[src/rtl/perm_pkg.sv]
// Shared definitions for the iterative 320-bit permutation: widths, rotation
// amounts, round constant and controller state encoding.
package perm_pkg;

  localparam int STATE_W    = 320;
  localparam int LANE_W     = 64;
  localparam int ROUNDS_MAX = 12;
  localparam logic [3:0] ROUNDS_MAX_4 = 4'(ROUNDS_MAX);

  // Diffusion rotation pairs for lanes x0..x4.
  localparam int unsigned ROT_A [5] = '{19, 61, 1, 10, 7};
  localparam int unsigned ROT_B [5] = '{28, 39, 6, 17, 41};

  typedef enum logic [1:0] {
    ST_IDLE = 2'd0,
    ST_RUN  = 2'd1,
    ST_DONE = 2'd2
  } ctrl_state_t;

  function automatic logic [LANE_W-1:0] rc(input logic [3:0] i);
    return {56'h0, 4'hF - i, i};
  endfunction

  function automatic logic [LANE_W-1:0] ror64(input logic [LANE_W-1:0] v,
                                              input int unsigned n);
    return (v >> n) | (v << (64 - n));
  endfunction

endpackage

[src/rtl/perm_round_ctrl_if.sv]
// Request/result bundle between a hash/XOF front end and perm_round_ctrl.
// Handshake: start is honoured only in a cycle where ready=1; the result is
// valid on state_out during the single done cycle and stays put until the
// next accepted start.
interface perm_round_ctrl_if;
  import perm_pkg::*;

  logic               start;
  logic [3:0]         nrounds;
  logic [STATE_W-1:0] state_in;
  logic               ready;
  logic               busy;
  logic               done;
  logic [STATE_W-1:0] state_out;

  modport master (
    output start, nrounds, state_in,
    input  ready, busy, done, state_out
  );

  modport slave (
    input  start, nrounds, state_in,
    output ready, busy, done, state_out
  );

endinterface

[src/rtl/perm_round.sv]
// One combinational permutation round: constant addition, bitsliced 5-bit
// S-box layer, then per-lane linear diffusion.
module perm_round
  import perm_pkg::*;
(
  input  logic [3:0]         rnd_i,
  input  logic [STATE_W-1:0] s_i,
  output logic [STATE_W-1:0] s_o
);

  logic [LANE_W-1:0] x [5];
  logic [LANE_W-1:0] t [5];

  always_comb begin
    for (int k = 0; k < 5; k++) begin
      x[k] = s_i[STATE_W-1-LANE_W*k -: LANE_W];
    end
    x[2] = x[2] ^ rc(rnd_i);

    x[0] = x[0] ^ x[4];
    x[4] = x[4] ^ x[3];
    x[2] = x[2] ^ x[1];
    for (int k = 0; k < 5; k++) begin
      t[k] = ~x[k] & x[(k + 1) % 5];
    end
    for (int k = 0; k < 5; k++) begin
      x[k] = x[k] ^ t[(k + 1) % 5];
    end
    x[1] = x[1] ^ x[0];
    x[0] = x[0] ^ x[4];
    x[3] = x[3] ^ x[2];
    x[2] = ~x[2];

    for (int k = 0; k < 5; k++) begin
      x[k] = x[k] ^ ror64(x[k], ROT_A[k]) ^ ror64(x[k], ROT_B[k]);
    end
    s_o = {x[0], x[1], x[2], x[3], x[4]};
  end

endmodule

[src/rtl/perm_round_ctrl.sv]
// Iterative permutation controller: owns the state register and applies
// UNROLL rounds per cycle until the round index reaches ROUNDS_MAX.
module perm_round_ctrl
  import perm_pkg::*;
#(
  parameter int UNROLL = 1
) (
  input  logic              clk,
  input  logic              rst,
  perm_round_ctrl_if.slave  bus,
  output ctrl_state_t       dbg_state
);

  ctrl_state_t        st_q, st_d;
  logic [3:0]         idx_q, idx_d;
  logic [STATE_W-1:0] state_q, state_d;

  logic [3:0]         n_clamp;
  logic [3:0]         remaining;
  logic [STATE_W-1:0] r0_out;
  logic [STATE_W-1:0] r1_out;

  assign n_clamp   = (bus.nrounds > ROUNDS_MAX_4) ? ROUNDS_MAX_4 : bus.nrounds;
  assign remaining = ROUNDS_MAX_4 - idx_q;

  perm_round u_round0 (
    .rnd_i (idx_q),
    .s_i   (state_q),
    .s_o   (r0_out)
  );

  generate
    if (UNROLL == 2) begin : g_unroll2
      perm_round u_round1 (
        .rnd_i (idx_q + 4'd1),
        .s_i   (r0_out),
        .s_o   (r1_out)
      );
    end else begin : g_unroll1
      assign r1_out = r0_out;
    end
  endgenerate

  always_comb begin
    st_d    = st_q;
    idx_d   = idx_q;
    state_d = state_q;
    case (st_q)
      ST_IDLE: begin
        if (bus.start) begin
          state_d = bus.state_in;
          if (n_clamp == 4'd0) begin
            st_d = ST_DONE;
          end else begin
            st_d  = ST_RUN;
            idx_d = ROUNDS_MAX_4 - n_clamp;
          end
        end
      end
      ST_RUN: begin
        // With one round left the second copy's output is bypassed.
        if ((UNROLL == 2) && (remaining >= 4'd2)) begin
          state_d = r1_out;
          idx_d   = idx_q + 4'd2;
        end else begin
          state_d = r0_out;
          idx_d   = idx_q + 4'd1;
        end
        if (idx_d == ROUNDS_MAX_4) begin
          st_d = ST_DONE;
        end
      end
      ST_DONE: st_d = ST_IDLE;
      default: st_d = ST_IDLE;
    endcase
  end

  always_ff @(posedge clk) begin
    if (rst) begin
      st_q    <= ST_IDLE;
      idx_q   <= 4'd0;
      state_q <= '0;
    end else begin
      st_q    <= st_d;
      idx_q   <= idx_d;
      state_q <= state_d;
    end
  end

  assign bus.ready     = (st_q == ST_IDLE);
  assign bus.busy      = (st_q == ST_RUN);
  assign bus.done      = (st_q == ST_DONE);
  assign bus.state_out = state_q;
  assign dbg_state     = st_q;

endmodule

[src/flat_wrapper.sv]
// flat-port wrapper written by rule: the top's interface ports become plain ports
module perm_round_ctrl_flat import perm_pkg::*;
#(
  parameter int UNROLL = 1
)
  (clk, rst, dbg_state, bus_start, bus_nrounds, bus_state_in, bus_ready, bus_busy, bus_done, bus_state_out);
  perm_round_ctrl_if bus_i ();
  input  logic clk;
  input  logic rst;
  output ctrl_state_t dbg_state;
  input wire logic [$bits(bus_i.start)-1:0] bus_start;
  input wire logic [$bits(bus_i.nrounds)-1:0] bus_nrounds;
  input wire logic [$bits(bus_i.state_in)-1:0] bus_state_in;
  output wire logic [$bits(bus_i.ready)-1:0] bus_ready;
  output wire logic [$bits(bus_i.busy)-1:0] bus_busy;
  output wire logic [$bits(bus_i.done)-1:0] bus_done;
  output wire logic [$bits(bus_i.state_out)-1:0] bus_state_out;
  assign bus_i.start = bus_start;
  assign bus_i.nrounds = bus_nrounds;
  assign bus_i.state_in = bus_state_in;
  assign bus_ready = bus_i.ready;
  assign bus_busy = bus_i.busy;
  assign bus_done = bus_i.done;
  assign bus_state_out = bus_i.state_out;
  perm_round_ctrl #(.UNROLL(UNROLL)) u_core (.clk(clk), .rst(rst), .bus(bus_i), .dbg_state(dbg_state));
endmodule
[config.mk]
export PLATFORM = sky130hd
export DESIGN_NAME = perm_round_ctrl_flat
export DESIGN_NICKNAME = d
export VERILOG_FILES = /design/src/rtl/perm_pkg.sv /design/src/rtl/perm_round_ctrl_if.sv /design/src/rtl/perm_round.sv /design/src/rtl/perm_round_ctrl.sv /design/src/flat_wrapper.sv
export SDC_FILE = /design/constraint.sdc
export NUM_CORES = 2
export LEC_CHECK = 0
export BUFFER_PORTS_ARGS = -buffer_cell sky130_fd_sc_hd__buf_4
export CAP_MARGIN = 20
export CORE_ASPECT_RATIO = 1.2
export CORE_MARGIN = 1
export CORE_UTILIZATION = 40
export DETAILED_ROUTE_END_ITERATION = 10
export PLACE_DENSITY = 0.69
export SLEW_MARGIN = 25
export SYNTH_ARGS = -nofsm -noshare
export SYNTH_HDL_FRONTEND = slang
export SYNTH_SLANG_ARGS = --single-unit
export TNS_END_PERCENT = 100
[constraint.sdc]
create_clock -name clk -period 3 [get_ports clk]
set_input_delay 0.45 -clock clk [delete_from_list [all_inputs] [get_ports clk]]
set_output_delay 0.45 -clock clk [all_outputs]
set_load 0.01 [all_outputs]
-- Yosys cells after proc, flatten, opt, wreduce, memory -nomap -nowiden
Cells that the tools add are included.
- flip-flop bits (word level): 326
- input bits: 327
- output and inout port bits: 325
- word-level logic and storage cells: 73
- add/sub/neg operators: 3
- magnitude comparators: 1
- eq/ne operators: 6
- multiplexer cells: 11
- bitwise gates (word level): 43
- reduce and logical (&&, ||, !) cells: 6
- operator list (kind ; count):
    bitwise XOR 64 bit ; 21
    one-hot mux 320 bit (2 select lines) ; 1
    NOT 64 bit ; 6
    AND 64 bit ; 5
    2-to-1 mux 320 bit ; 1
    OR 23 x 64 -> 64 bit ; 1
    OR 25 x 64 -> 64 bit ; 1
    OR 3 x 64 -> 64 bit ; 1
    OR 36 x 64 -> 64 bit ; 1
    OR 45 x 64 -> 64 bit ; 1
    OR 47 x 64 -> 64 bit ; 1
    OR 54 x 64 -> 64 bit ; 1
    OR 57 x 64 -> 64 bit ; 1
    OR 58 x 64 -> 64 bit ; 1
    OR 63 x 64 -> 64 bit ; 1
    bitwise XOR 64 x 8 -> 64 bit ; 1
    2-to-1 mux 4 bit ; 4
    one-hot mux 4 bit (2 select lines) ; 1
    subtractor 4 bit (first input constant) ; 2
    2-to-1 mux 2 bit ; 3
    adder 4 x 1 -> 4 bit (second input constant) ; 1
    equality test 4 bit (second input constant) ; 1
    > comparator 4 bit (second input constant) ; 1
    logical NOT 4 bit ; 1
    other kinds (9) ; 11

-- Depth between registers and ports, before layout
- word-level depth: 11
- mapped depth: 8
- gate-level depth less buffers: 8

-- Cells and area by module
From an unflattened synthesis, not the netlist that was laid out.
- cells, all modules: 3392
- area total of the unflattened synthesis: 31706.7 µm²
- by module, submodules not included (module ; times used ; cells each ; area each (µm²) ; seq. area each (µm²)):
    perm_round ; 1 ; 1565 ; 16213.0 ; 0.0
    perm_round_ctrl ; 1 ; 1827 ; 15493.6 ; 6526.3

-- Worst setup path before layout
No wires, ideal clock.
- path type: flip-flop to flip-flop
- start point: register u_core.idx_q[0]
- end point: register u_core.state_q[64] (netlist: u_core.bus.state_out[64])
- library setup time: 86 ps
- arrival: 2026 ps
- required time: 2914 ps
- slack: 889 ps
- cell stages (with the launch flop): 8
- path buffers: 0
- period minus slack after synthesis: 2111 ps
- cell sequence: dfxtp_1 xor2_1 ha_1 xor2_1 xor2_1 xnor2_1 xnor2_1 a211oi_1
- longest elaborated chain between the ends: 7
- ends and longest elaborated chain (what ; RTL line ; source):
    start, declared ; perm_round_ctrl.sv:15 ; logic [3:0] idx_q, idx_d;
    start signal, assigned ; perm_round_ctrl.sv:85 ; idx_q <= idx_d;
    bitwise XOR 64 x 8 -> 64 bit ; perm_round.sv:18 ; x[2] = x[2] ^ rc(rnd_i);
    bitwise XOR 64 bit ; perm_round.sv:22 ; x[2] = x[2] ^ x[1];
    bitwise XOR 64 bit ; perm_round.sv:27 ; x[k] = x[k] ^ t[(k + 1) % 5];
    bitwise XOR 64 bit ; perm_round.sv:31 ; x[3] = x[3] ^ x[2];
    bitwise XOR 64 bit (2 in a row) ; perm_round.sv:35 ; x[k] = x[k] ^ ror64(x[k], ROT_A[k]) ^ ror64(x[k], ROT_B[k]);
    one-hot mux 320 bit (2 select lines) ; perm_round_ctrl.sv:48 ; case (st_q)
    end signal, assigned ; perm_round_ctrl.sv:86 ; state_q <= state_d;
    end, declared ; perm_round_ctrl.sv:16 ; logic [STATE_W-1:0] state_q, state_d;
No other way between the ends.
A chain may end at the register's enable or synchronous reset.

-- Worst setup path in the final report
- start point: register u_core.state_q[205] (netlist: u_core.bus.state_out[205])
- end point: register u_core.state_q[124] (netlist: u_core.bus.state_out[124])
- longest elaborated chain between the ends: 6
- ends and longest elaborated chain (what ; RTL line ; source):
    bitwise XOR 64 bit ; perm_round.sv:22 ;
    bitwise XOR 64 bit ; perm_round.sv:27 ;
    bitwise XOR 64 bit ; perm_round.sv:31 ;
    OR 47 x 64 -> 64 bit ; perm_pkg.sv:26 ; return (v >> n) | (v << (64 - n));
    bitwise XOR 64 bit ; perm_round.sv:35 ;
    one-hot mux 320 bit (2 select lines) ; perm_round_ctrl.sv:48 ;
No other way between the ends.

==> impl_metrics.yaml <==
flow_run:
  cap_violations: 0
timing:
  hold_violations: 0
  max_freq_mhz: 349
  slew-limit-headroom_pct: 25.9
  drv_slew: 0
  fin_crit_sh_pct: 95.6
  setup_tns_ns: 0
  fin_crit_ns: 2.87
  tightest_slew_ns: 1.10
  fin_hold_ws_ns: 0.128
  skew_ns: 0.0202
  final-setup-viol-count: 0
  rsz0062_at_grt: "no"
synth:
  netlist_instances: 3457
  avgSynthCellArea_um2: 8.17
  synthArstFlopShare_pct: 0
  yosysSeqAreaShare_pct: 23.1
  synthDistinctLibCells: 43
  ys.flop_type: "dfxtp_1"
  synth_top_area_share_pct: 26.3
  syn-num-nets: 3914
  synth_area_um2: 28200
  synth_area_leader_cell: "xnor2_1"
  yosys-top-cells-area: "xnor2_1 26%, dfxtp_1 23%, a211oi_1 8.5%"
  synth_seq_cells: 326
  yosysWarningCount: 0
  synth_edf_count: 0
global_route:
  grt_max_degree: 97
  antenna_found_initial: 3
  grt_pass1_wl_mm: 219
  first_global_vias: 28700
  grt_usage_pct: 43.6
  globalRouteOverflowTotal: 0
die:
  die_w_um: 245
  io_pins: 652
  start_util_pct: 40.5
  die-area_um2: 71700
  core_area_um2: 69800
  die_h_um: 293
  rows: 106
route:
  vias: 30000
  routed_wl_mm: 161
  viasPerCell: 5.64
  drt_first_pass_iters: 5
  ant_nets: 0
  drcViolationCount: 0
  drt_iter0_markers: 2940
  wl_per_cell_um: 30.3
clock_network:
  clock_latency_ns: 0.60
  cts_root_buf: "clkbuf_16"
  cts_sinks: 326
  htreeDepth: 2
  cts_buffer_depth: 3
  cts_made_buffers: 41
  path_clk_slew_ns: 0.06
  cts_tree: "built"
  post_cts_buffers: 0
cells_and_area:
  fillers: 6689
  area_growth_syn_to_layout_pct: 35.4
  nets: 4817
  antennaDiodeCount: 0
  drive_above_1_share_pct: 27.5
min_path:
  hold_class: "in2reg"
setup_path:
  critPathMaxFanout: 4
  critPathRequiredTime_ns: 3.52
  cp_num_buf_inv: 1
  crit_arrival_ns: 3.39
  crit_chain: "inv_1 > ha_1 > xnor2_1 > xnor2_1 > xnor2_1 > xnor2_1 > a211oi_1"
  setup.worst_path.start_class: "flop"
  critPathKind: "reg2reg"
  critPathSlowestCell: "xnor2_1"
  cpMostUsedCell: "xnor2_1"
  critical_path.max_stage_delay_ns: 0.69
  crit_family: "XOR/XNOR gates"
  cp-end-kind: "flop"
place:
  dpl.hpwl_mm: 134
  portBuffers: 651
  gp_congestion: 1.08
outcome:
  outcome: "finished, final reports clean"
==> state kept, by name, indices dropped and copies added (netlist names) <==
register / count
u_core.idx_q: 4
u_core.bus.state_out: 320
u_core.dbg_state: 2
==> layout make-up <==
| cell class | count | area [um2] | share of cell area (%) |
|---|---|---|---|
| tap | 918 | 1150 | 3.00 |
| clock buffer | 62 | 1270 | 3.32 |
| clock inverter | 14 | 178 | 0.465 |
| timing repair buffer | 1040 | 8050 | 21.1 |
| multi-input combinational | 2756 | 20300 | 53.1 |
| inverter | 195 | 739 | 1.93 |
| sequential | 326 | 6530 | 17.1 |
==> worst paths after layout <==
path                              from                   endpoint  slack, ns  cells past startpoint
max reg2reg  u_core.bus.state_out[205]  u_core.bus.state_out[124]       0.13                      7
min reg2reg  u_core.bus.state_out[128]  u_core.bus.state_out[128]       0.52                      2
min                  bus_state_in[181]  u_core.bus.state_out[181]       0.13                      3
max          u_core.bus.state_out[205]  u_core.bus.state_out[124]       0.13                      7
==> stage by stage <==
step                util [%]  area, um2  instances  setup WS [ns]
finish                  54.8      38200       5311          0.133
detailed placement      52.7      36800       5235         0.0446
global route            54.8      38200       5311          0.141
CTS                     54.8      38200       5311         0.0323
global placement        52.7      36800       5235         0.0675
floorplan                  -      28200       3457          0.889
==> timing repair <==
item / CTS / global route
hold buffers: 0 / 0
resized for setup: 0 / 1
endpoints found under the setup margin: 0 / 1
==> logic make-up (layout without fill, tap and decap cells) <==
group,Yosys count,in the layout,share of synthesized area [%]
buffers and inverters,375,1311,5.07
XOR/XNOR,1128,1128,35.8
flip-flops,326,326,23.1
AND/OR/NAND/NOR,765,765,10.4
AO/OA/AOI/OAI,641,641,16.6
adder cells (fa/ha/maj),189,189,7.85
multiplexers,33,33,1.17
==> metal layers <==
layer | vias up | track usage, % | part of all wire [%]
met2 | 1621 | 70.1 | 45
met5 | - | 0 | 0.0050
met3 | 433 | 7.44 | 8.0
met4 | 2 | 28.8 | 7.9
li1 | 13400 | - | -
met1 | 14500 | 53.3 | 39
==> placed cells by master (no fill, tap or decap), types with 3 or more instances in the layout <==
master,instances
a2111oi_0,4
a2111oi_1,3
a2111oi_2,5
a211oi_1,321
a21oi_1,97
a22oi_1,4
a311oi_1,78
a31o_2,60
a31oi_1,5
and3_1,5
buf_12,19
buf_4,1020
bufinv_16,4
clkbuf_1,7
clkbuf_16,43
clkbuf_8,12
clkinv_2,8
dfxtp_1,326
ha_1,130
inv_1,194
maj3_1,59
mux2i_1,33
nand2_1,414
nand2b_1,3
nand3_1,3
nor2_1,324
nor2b_1,3
nor3_1,5
o211a_1,7
o21ai_0,45
o22a_1,3
o22ai_1,4
or2_2,3
xnor2_1,847
xnor2_2,26
xor2_1,251
==> synthesized netlist by cell type (4+ instances only) <==
cell type  number
xnor2_2        24
clkbuf_1      148
maj3_1         59
o211a_1         7
nor2_1        324
nand2_1       414
nand2b_1        5
a22oi_1         4
buf_2          16
a31oi_1         5
xor2_1        251
ha_1          130
a21oi_1        97
a2111oi_2       5
o21ai_0        45
and3_1          5
xnor2_1       849
a211oi_1      321
a2111oi_0       4
a31o_2         60
mux2i_1        33
buf_1          15
nor3_1          5
inv_1         194
dfxtp_1       326
a311oi_1       78
o22ai_1         4
nor2b_1         4
==> worst reg2reg max path: cells and delay by family (launching register included) <==
kind | cells | cell delay [ns]
buffers and inverters | 1 | 0.15
flip-flops | 1 | 0.49
AO/OA/AOI/OAI | 1 | 0.21
XOR/XNOR | 4 | 1.64
adder cells (fa/ha/maj) | 1 | 0.31
Power is not shown: default switching activity piles up to over one toggle a cycle in this logic, so the estimate is an artifact.
